==> config.mk <==
export PLATFORM = sky130hd
export DESIGN_NAME = cg_iteration_sequencer
export DESIGN_NICKNAME = d
export VERILOG_FILES = /design/src/rtl/cg_iteration_sequencer.sv
export SDC_FILE = /design/constraint.sdc
export NUM_CORES = 1
export LEC_CHECK = 0
export CAP_MARGIN = 20
export CELL_PAD_IN_SITES_DETAIL_PLACEMENT = 0
export CELL_PAD_IN_SITES_GLOBAL_PLACEMENT = 1
export CORE_MARGIN = 2
export CORE_UTILIZATION = 38
export CTS_BUF_LIST = sky130_fd_sc_hd__clkbuf_8
export CTS_CLUSTER_DIAMETER = 30
export DETAILED_ROUTE_END_ITERATION = 10
export PLACE_DENSITY = 0.85
export SKIP_CTS_REPAIR_TIMING = 1
export SLEW_MARGIN = 40
export SYNTH_ARGS = -nofsm -noshare
export SYNTH_HDL_FRONTEND = slang
export SYNTH_SLANG_ARGS = --single-unit
==> constraint.sdc <==
create_clock -name clk -period 6.7 [get_ports clk]
set_input_delay 1.34 -clock clk [delete_from_list [all_inputs] [get_ports clk]]
set_output_delay 1.34 -clock clk [all_outputs]
set_load 0.03 [all_outputs]
==> src/rtl/cg_iteration_sequencer.sv <==
// Control sequencer for a conjugate-gradient solver. It steps the datapath through the
// dot-product, matrix-vector, division and update stages until convergence, timeout or abort.
module cg_iteration_sequencer #(
  parameter int                       element_width = 32,
  parameter int                       no_of_units   = 8,
  parameter int                       max_iter      = 1024,
  parameter int                       iter_width    = 16,
  parameter logic [element_width-1:0] tolerance     = element_width'(32'h283424DC)
) (
  input  logic                     clk,
  input  logic                     reset,
  input  logic                     start,
  input  logic                     abort,
  input  logic [31:0]              total,
  output logic                     vxv_read,
  input  logic                     vxv_done,
  input  logic [element_width-1:0] vxv_result,
  output logic                     mxv_start,
  output logic                     div_start,
  output logic                     upd_xr_start,
  output logic                     upd_p_start,
  input  logic                     mxv_done,
  input  logic                     div_done,
  input  logic                     upd_x_done,
  input  logic                     upd_r_done,
  input  logic                     upd_p_done,
  output logic                     div_sel,
  output logic [element_width-1:0] rs_old,
  output logic [element_width-1:0] rs_new,
  output logic                     busy,
  output logic                     converged,
  output logic                     timeout,
  output logic                     aborted,
  output logic [iter_width-1:0]    iter_count
);

  typedef enum logic [3:0] {
    IDLE, RSOLD, MXV, ALPHA, UPD_XR, RSNEW, CHECK, BETA, UPD_P
  } state_t;

  localparam logic [32:0]           UNITS    = 33'(no_of_units);
  localparam logic [iter_width-1:0] MAX_ITER = iter_width'(max_iter);

  state_t                   state_reg, state_next;
  logic [31:0]              beats_reg, beats_next;
  logic [31:0]              beat_cnt_reg, beat_cnt_next;
  logic                     x_seen_reg, x_seen_next;
  logic                     r_seen_reg, r_seen_next;
  logic [element_width-1:0] rs_old_reg, rs_old_next;
  logic [element_width-1:0] rs_new_reg, rs_new_next;
  logic [iter_width-1:0]    iter_reg, iter_next, iter_inc;
  logic                     converged_reg, converged_next;
  logic                     timeout_reg, timeout_next;
  logic                     aborted_reg, aborted_next;
  logic                     div_sel_reg, div_sel_next;
  logic                     vxv_read_reg, vxv_read_next;
  logic                     mxv_start_reg, mxv_start_next;
  logic                     div_start_reg, div_start_next;
  logic                     upd_xr_start_reg, upd_xr_start_next;
  logic                     upd_p_start_reg, upd_p_start_next;

  // Widened by one bit so a total near 2^32 cannot wrap while rounding up.
  logic [32:0] beats_sum;
  logic [31:0] beats_calc;
  assign beats_sum  = {1'b0, total} + (UNITS - 33'd1);
  assign beats_calc = 32'(beats_sum / UNITS);

  always_ff @(posedge clk or posedge reset) begin
    if (reset) begin
      state_reg        <= IDLE;
      beats_reg        <= '0;
      beat_cnt_reg     <= '0;
      x_seen_reg       <= 1'b0;
      r_seen_reg       <= 1'b0;
      rs_old_reg       <= '0;
      rs_new_reg       <= '0;
      iter_reg         <= '0;
      converged_reg    <= 1'b0;
      timeout_reg      <= 1'b0;
      aborted_reg      <= 1'b0;
      div_sel_reg      <= 1'b0;
      vxv_read_reg     <= 1'b0;
      mxv_start_reg    <= 1'b0;
      div_start_reg    <= 1'b0;
      upd_xr_start_reg <= 1'b0;
      upd_p_start_reg  <= 1'b0;
    end else begin
      state_reg        <= state_next;
      beats_reg        <= beats_next;
      beat_cnt_reg     <= beat_cnt_next;
      x_seen_reg       <= x_seen_next;
      r_seen_reg       <= r_seen_next;
      rs_old_reg       <= rs_old_next;
      rs_new_reg       <= rs_new_next;
      iter_reg         <= iter_next;
      converged_reg    <= converged_next;
      timeout_reg      <= timeout_next;
      aborted_reg      <= aborted_next;
      div_sel_reg      <= div_sel_next;
      vxv_read_reg     <= vxv_read_next;
      mxv_start_reg    <= mxv_start_next;
      div_start_reg    <= div_start_next;
      upd_xr_start_reg <= upd_xr_start_next;
      upd_p_start_reg  <= upd_p_start_next;
    end
  end

  always_comb begin
    state_next        = state_reg;
    beats_next        = beats_reg;
    beat_cnt_next     = beat_cnt_reg;
    x_seen_next       = x_seen_reg;
    r_seen_next       = r_seen_reg;
    rs_old_next       = rs_old_reg;
    rs_new_next       = rs_new_reg;
    iter_next         = iter_reg;
    converged_next    = converged_reg;
    timeout_next      = timeout_reg;
    aborted_next      = aborted_reg;
    div_sel_next      = div_sel_reg;
    vxv_read_next     = 1'b0;
    mxv_start_next    = 1'b0;
    div_start_next    = 1'b0;
    upd_xr_start_next = 1'b0;
    upd_p_start_next  = 1'b0;
    iter_inc          = iter_reg + 1'b1;

    if (abort && state_reg != IDLE) begin
      state_next   = IDLE;
      aborted_next = 1'b1;
    end else begin
      case (state_reg)
        IDLE: begin
          if (start) begin
            converged_next = 1'b0;
            timeout_next   = 1'b0;
            iter_next      = '0;
            if (total == '0) begin
              aborted_next = 1'b1;
            end else begin
              aborted_next = 1'b0;
              beats_next   = beats_calc;
              state_next   = RSOLD;
            end
          end
        end
        RSOLD: begin
          if (vxv_done && beat_cnt_reg == '0) begin
            rs_old_next = vxv_result;
            state_next  = MXV;
          end
        end
        MXV:   if (mxv_done) state_next = ALPHA;
        ALPHA: if (div_done) state_next = UPD_XR;
        UPD_XR: begin
          x_seen_next = x_seen_reg | upd_x_done;
          r_seen_next = r_seen_reg | upd_r_done;
          if (x_seen_next && r_seen_next) state_next = RSNEW;
        end
        RSNEW: begin
          if (vxv_done && beat_cnt_reg == '0) begin
            rs_new_next = vxv_result;
            state_next  = CHECK;
          end
        end
        CHECK: begin
          iter_next = iter_inc;
          if (rs_new_reg <= tolerance) begin
            converged_next = 1'b1;
            state_next     = IDLE;
          end else if (iter_inc == MAX_ITER) begin
            timeout_next = 1'b1;
            state_next   = IDLE;
          end else begin
            state_next = BETA;
          end
        end
        BETA:  if (div_done) state_next = UPD_P;
        UPD_P: begin
          if (upd_p_done) begin
            rs_old_next = rs_new_reg;
            state_next  = MXV;
          end
        end
        default: state_next = IDLE;
      endcase
    end

    // Stage strobes are registered on the transition so they appear in the first cycle of the state.
    if (state_next != state_reg) begin
      case (state_next)
        RSOLD, RSNEW: beat_cnt_next = beats_next;
        MXV:          mxv_start_next = 1'b1;
        ALPHA: begin
          div_start_next = 1'b1;
          div_sel_next   = 1'b0;
        end
        BETA: begin
          div_start_next = 1'b1;
          div_sel_next   = 1'b1;
        end
        UPD_XR: begin
          upd_xr_start_next = 1'b1;
          x_seen_next       = 1'b0;
          r_seen_next       = 1'b0;
        end
        UPD_P:   upd_p_start_next = 1'b1;
        default: ;
      endcase
    end else if ((state_reg == RSOLD || state_reg == RSNEW) && beat_cnt_reg != '0) begin
      vxv_read_next = 1'b1;
      beat_cnt_next = beat_cnt_reg - 1'b1;
    end
  end

  assign vxv_read     = vxv_read_reg;
  assign mxv_start    = mxv_start_reg;
  assign div_start    = div_start_reg;
  assign upd_xr_start = upd_xr_start_reg;
  assign upd_p_start  = upd_p_start_reg;
  assign div_sel      = div_sel_reg;
  assign rs_old       = rs_old_reg;
  assign rs_new       = rs_new_reg;
  assign busy         = (state_reg != IDLE);
  assign converged    = converged_reg;
  assign timeout      = timeout_reg;
  assign aborted      = aborted_reg;
  assign iter_count   = iter_reg;

endmodule

Word-level counts from Yosys, hierarchy flattened
Cells that the tools add are included.
{"block": "classes", "n_addsub": 3, "n_lt_le_gt_ge": 1, "eq_ne": 24, "muxes": 54, "bitwise_logic": 3, "reduce_logical": 26}
{"cell": "32-bit two-way mux", "n": 9}
{"cell": "32-bit zero test", "n": 2}
{"cell": "32-bit case mux with 2 select lines", "n": 1}
{"cell": "4-bit two-way mux", "n": 10}
{"cell": "4-bit case mux with 9 select lines", "n": 1}
{"cell": "32-bit by 3-bit adder with 33-bit output, second input constant", "n": 1}
{"cell": "32-bit by 30-bit less-or-equal comparator with 1-bit output, second input constant", "n": 1}
{"cell": "16-bit case mux with 2 select lines", "n": 1}
{"cell": "32-bit nonzero test", "n": 1}
{"cell": "32-bit by 1-bit subtractor with 32-bit output, second input constant", "n": 1}
{"cell": "4-bit by 3-bit == test with 1-bit output, second input constant", "n": 7}
{"cell": "1-bit two-way mux", "n": 26}
{"cell": "16-bit by 1-bit adder with 16-bit output, second input constant", "n": 1}
{"cell": "16-bit by 11-bit == test with 1-bit output, second input constant", "n": 1}
{"cell": "4-bit by 2-bit == test with 1-bit output, second input constant", "n": 4}
{"cell": "16-bit two-way mux", "n": 1}
{"cell": "2-bit inequality test, second input constant", "n": 6}
{"cell": "2-bit nonzero test", "n": 6}
{"cell": "4-bit by 1-bit == test with 1-bit output, second input constant", "n": 2}
{"cell": "4-bit == test, second input constant", "n": 2}
{"cell": "4-bit AND reduction", "n": 2}
{"cell": "3-bit two-way mux", "n": 2}
{"cell": "1-bit case mux with 2 select lines", "n": 3}
{"cell": "2-bit AND reduction", "n": 3}
{"cell": "other kinds (11)", "n": 17}
{"block": "totals", "reg_bits": 159, "inputBits": 74, "out_inout_bits": 90}

Depth between registers and ports, before layout
{"block": "depth", "ltp_word": 10, "depth_mapped": 13, "mapped_depth_nobuf": 10}

Worst setup path before layout
No wires, ideal clock.
{"block": "synth_timing", "path_type": "input-to-reg", "from": "in total[0]", "to": "reg beat_cnt_reg[20]", "arrival_time_ns": 3.547, "slack_ns": 3.033, "path_stages": 10, "cell_sequence": "o311ai_0 -> nor3_1 -> and3_1 -> clkbuf_1 -> and4_1 -> buf_2 -> xnor2_1 -> o21ai_0 -> or3_1 -> o211a_1"}
{"block": "synth_between", "word_cells_on_any_way": 19, "cone_classes": "1 x add/sub; 4 x eq/ne; 10 x mux; 4 x reduce/logical"}
{"item": "start, declared", "line": "14", "source": "input logic [31:0] total,"}
{"item": "32-bit by 3-bit adder with 33-bit output / 32-bit zero test (equally long branches)", "line": "65, 138"}
{"item": "32-bit two-way mux (*)", "line": "138", "source": "if (total == '0) begin"}
{"item": "32-bit two-way mux (*)", "line": "134", "source": "if (start) begin"}
{"item": "32-bit two-way mux (*)", "line": "132", "source": "case (state_reg)"}
{"item": "32-bit two-way mux (*)", "line": "128", "source": "if (abort && state_reg != IDLE) begin"}
{"item": "via beats_next[20]", "line": "45", "source": "logic [31:0] beats_reg, beats_next;"}
{"item": "32-bit two-way mux (*)", "line": "191", "source": "case (state_next)"}
{"item": "32-bit two-way mux (*)", "line": "190", "source": "if (state_next != state_reg) begin"}
{"item": "end signal, assigned", "line": "90", "source": "beat_cnt_reg <= beat_cnt_next;"}
{"item": "end, declared", "line": "46", "source": "logic [31:0] beat_cnt_reg, beat_cnt_next;"}
Mark *: on every way through the listed nets, which the timed path passes. The rest lies on a longest branch. The select of a mux whose other input is x is not followed.
A chain may end at the register's enable or synchronous reset.

Final worst setup path
{"block": "layout_timing", "from": "in total[9]", "to": "reg beat_cnt_reg[5]"}
{"block": "layout_between", "elab_chain_cells": 9, "word_cells_on_any_way": 18, "cone_classes": "4 x eq/ne; 10 x mux; 4 x reduce/logical"}
{"item": "32-bit zero test (*)", "line": "138"}
{"item": "4-bit two-way mux", "line": "138"}
{"item": "4-bit two-way mux", "line": "134"}
{"item": "4-bit case mux with 9 select lines", "line": "132"}
{"item": "4-bit two-way mux", "line": "128"}
{"item": "4-bit by 1-bit == test with 1-bit output / 4-bit by 3-bit == test with 1-bit output (equally long branches)", "line": "191"}
{"item": "2-bit OR reduction", "line": "191"}
{"item": "2-bit by 1-bit inequality test with 1-bit output (no source line)"}
{"item": "2-bit AND reduction (no source line)"}
Every way passes the cells marked *; elsewhere a longest branch is shown, timed or not. The select of a mux whose other input is x is not followed.

==> flow_metrics.tcl <==
set metrics [dict create \
    worst_vdd_drop_uv 155.6 \
    critical_path_peak_fanout 65 \
    synth_edf_count 0 \
    setup-violations-final 0 \
    length_in_cells_of_the_worst_reg_to_reg_path 9 \
    grt-ovfl-total 0 \
    hold_viol 0 \
    power-per-cell-area_nw_per_um2 262.8 \
    die_w_microns 154.0 \
    grt_pass1_wl_microns 36580 \
    regToRegEndpoint "beat_cnt_reg[24]" \
    timing_max_transition_violations_final 0 \
    post_synth_inst_count 892 \
    reg2reg_from "state_reg[0]" \
    hpwl_microns 15790 \
    post_synth.cell_area_avg_sq_um 9.579 \
    layout_common_cells "sky130_fd_sc_hd__clkdlybuf4s50_1, sky130_fd_sc_hd__dfrtp_1, sky130_fd_sc_hd__nand2_1, sky130_fd_sc_hd__o21ai_0, sky130_fd_sc_hd__nor2_1" \
    sequential_cell_area_sq_um 3979 \
    finalWeightedCongestion 0.8042 \
    reg2reg_setup_slack_ps 2370 \
    share_of_the_yosys_chip_area_belonging_to_registers_pct 46.57 \
    max_cap_violations 0 \
    i_o_pin_total 164 \
    yosysTopAreaCellShare_pct 46.57 \
    grt_pass1_vias 6832 \
    cp_data_required_time_ps 7040 \
    area_delta_synth_final_pct 26.81 \
    timing.critical_path.arrival_ps 5180 \
    synth_fp_nets 969 \
    synth_largest_area_cell "sky130_fd_sc_hd__dfrtp_1" \
    multi_input_comb_area_sq_um 4283 \
    detail_route.first_pass.iterations 5 \
    fin_worst_hold_slack_ps 485.4 \
    timing.final.crit_share_pct 72.20 \
    grt_start_max_net_pins 117 \
    placementRows 54 \
    fillCellCount 2020 \
    cts_made_buffers 17 \
    core_region_area_sq_um 21960 \
    clock_tree.root_cell "sky130_fd_sc_hd__clkbuf_8" \
    cp_launch_type "primary input" \
    drt_drc_violations_left 0 \
    slew_headroom_pct 45.30 \
    setup_ws_ps 1863 \
    detailedPlace.worstSlack_ps 1433 \
    grt_antenna_before_repair 0 \
    num_vias 7225 \
    via_density 5.428 \
    rsz_0062_raised_after_global_routing "no" \
    p_leak_nw 4.664 \
    share_of_cells_above_drive_strength_1_pct 10.94 \
    clock_tree_from_tritoncts "done" \
    global_route.usage.total_pct 19.00 \
    cts_sinks 159 \
    port-buffer-count 163 \
    die-area_sq_um 23700 \
    path_clk_slew_ps 100 \
    period_minus_slack_ps 4837 \
    route.top_layer_used "met4" \
    drt_iter0_markers 605 \
    routed_wire_length_per_instance_microns 16.81 \
    start_util_pct 38.91 \
    synth_area_sq_um 8544 \
    total_length_of_routed_met3_wires_microns 1128 \
    worst_pin_slew_ps 813.0 \
    cts-root-to-sink-buffers 2 \
    met2WireLength_microns 10010 \
    post_synth_main_area_contributors "sky130_fd_sc_hd__dfrtp_1, sky130_fd_sc_hd__o21ai_0, sky130_fd_sc_hd__nand2_1" \
    n_antenna_cell 0 \
    detail_route.wirelength_microns 22380 \
    clock-skew-final_ps 15.01 \
    setup-tns-final_ps 0 \
    route.layer.met1.wl_microns 11060 \
    layout_commonest_cell "sky130_fd_sc_hd__clkdlybuf4s50_1" \
    achievable-frequency_mhz 206.7 \
    timing.hold.worst.class "register to register" \
    drtAntennaViolNets 0 \
    postSynth.topFlopCell "sky130_fd_sc_hd__dfrtp_1" \
    cp-startpoint "total[9]" \
    synth_register_bits 159 \
    cp-end-kind "register" \
    die_h_microns 154.0 \
    fraction_of_registers_with_async_set_reset_pct 100.0 \
    finish.net_count 1115 \
    setup.worst_path.end "beat_cnt_reg[5]" \
    timing.setup.critical_path_class "primary input to register" \
    result_of_the_run "finished clean" \
    synthesis.yosys.warnings 0 \
    htree_num_levels 4 \
    clk_latency_ps 460 \
    synth_cell_types 73 \
]
## cell usage after synthesis (3+ instances only)
cell type,count
sky130_fd_sc_hd__dfrtp_1,159
sky130_fd_sc_hd__inv_1,27
sky130_fd_sc_hd__or3_1,18
sky130_fd_sc_hd__buf_2,8
sky130_fd_sc_hd__and3_1,21
sky130_fd_sc_hd__o21ai_0,92
sky130_fd_sc_hd__mux2_2,32
sky130_fd_sc_hd__a21oi_1,23
sky130_fd_sc_hd__clkbuf_1,28
sky130_fd_sc_hd__o21ba_1,5
sky130_fd_sc_hd__xor2_1,22
sky130_fd_sc_hd__ha_1,3
sky130_fd_sc_hd__and2_1,9
sky130_fd_sc_hd__nor4_1,23
sky130_fd_sc_hd__mux2i_1,34
sky130_fd_sc_hd__nor3_1,30
sky130_fd_sc_hd__nand2b_1,6
sky130_fd_sc_hd__o211a_1,5
sky130_fd_sc_hd__o221a_2,18
sky130_fd_sc_hd__nand3_1,44
sky130_fd_sc_hd__nor2b_1,3
sky130_fd_sc_hd__buf_6,3
sky130_fd_sc_hd__a211oi_1,5
sky130_fd_sc_hd__a211oi_2,6
sky130_fd_sc_hd__a31oi_1,4
sky130_fd_sc_hd__or4_1,5
sky130_fd_sc_hd__and4_1,4
sky130_fd_sc_hd__nand4_1,19
sky130_fd_sc_hd__o31ai_1,4
sky130_fd_sc_hd__o21bai_1,6
sky130_fd_sc_hd__nor2_1,50
sky130_fd_sc_hd__xnor2_1,15
sky130_fd_sc_hd__nand2_1,112
## per-stage QoR
| step | instances | total power (W) | cell area, sq um | utilization (%) |
|---|---|---|---|---|
| after floorplan | 892 | 0.001869 | 8544 | - |
| after global placement | 1299 | 0.002083 | 10400 | 47.36 |
| after detailed placement | 1299 | 0.002108 | 10410 | 47.40 |
| after CTS | 1331 | 0.002873 | 10820 | 49.29 |
| after global routing | 1331 | 0.003033 | 10840 | 49.34 |
| final | 1331 | 0.002848 | 10840 | 49.34 |
## worst max-delay path: stages
cell and delay [ps]:
sky130_fd_sc_hd__clkdlybuf4s50_1 480, sky130_fd_sc_hd__nor4_1 500, sky130_fd_sc_hd__nand4_1 270, sky130_fd_sc_hd__o31ai_4 350, sky130_fd_sc_hd__buf_4 520, sky130_fd_sc_hd__and2_1 250
sky130_fd_sc_hd__a311oi_1 200, sky130_fd_sc_hd__nand3_2 460, sky130_fd_sc_hd__nand2_2 390, sky130_fd_sc_hd__o221a_2 400
## area by class of cell
class                   instances  share of cell area, %
multi-input cells             661                  39.53
clock buffers                  18                  2.286
well taps                     280                  3.233
repair buffers                171                  15.61
inverters                      28                  1.085
clock inverters                14                  1.536
flip-flops and latches        159                  36.72
## power breakdown
part           internal (W)  switching (W)  total [W]
clock              0.000379       0.000378   0.000757
sequential          0.00114       0.000142    0.00129
combinational      0.000332       0.000474   0.000806
total               0.00185       0.000994    0.00285
## logic make-up (layout without fill, tap and decap cells)
group | after synthesis | in the layout | share of synthesized area [%]
buffers and inverters | 72 | 231 | 3.851
XOR/XNOR | 37 | 37 | 3.793
multiplexers | 66 | 66 | 8.200
AND/OR/NAND/NOR | 356 | 356 | 20.75
flip-flops | 159 | 159 | 46.57
AO/OA/AOI/OAI | 198 | 198 | 16.28
adder cells (fa/ha/maj) | 4 | 4 | 0.5565
## per-layer routing
metal	up-vias	GRT usage, %
li1	3549	-
met1	3443	27.74
met2	219	29.04
met3	14	3.890
met4	0	4.317
met5	-	0
## worst min-delay path by stage
stage	from	cells after the start	slack [ps]	end
final	rs_old[6]	2	490	rs_old[6]
after global routing	rs_old[27]	2	510	rs_old[27]
after CTS	rs_old[28]	2	490	rs_old[28]
after detailed placement	rs_old[23]	2	470	rs_old[23]
after global placement	rs_old[31]	2	460	rs_old[31]
after floorplan	beats_reg[11]	2	450	beats_reg[11]
(Power assumes the default switching activity.)
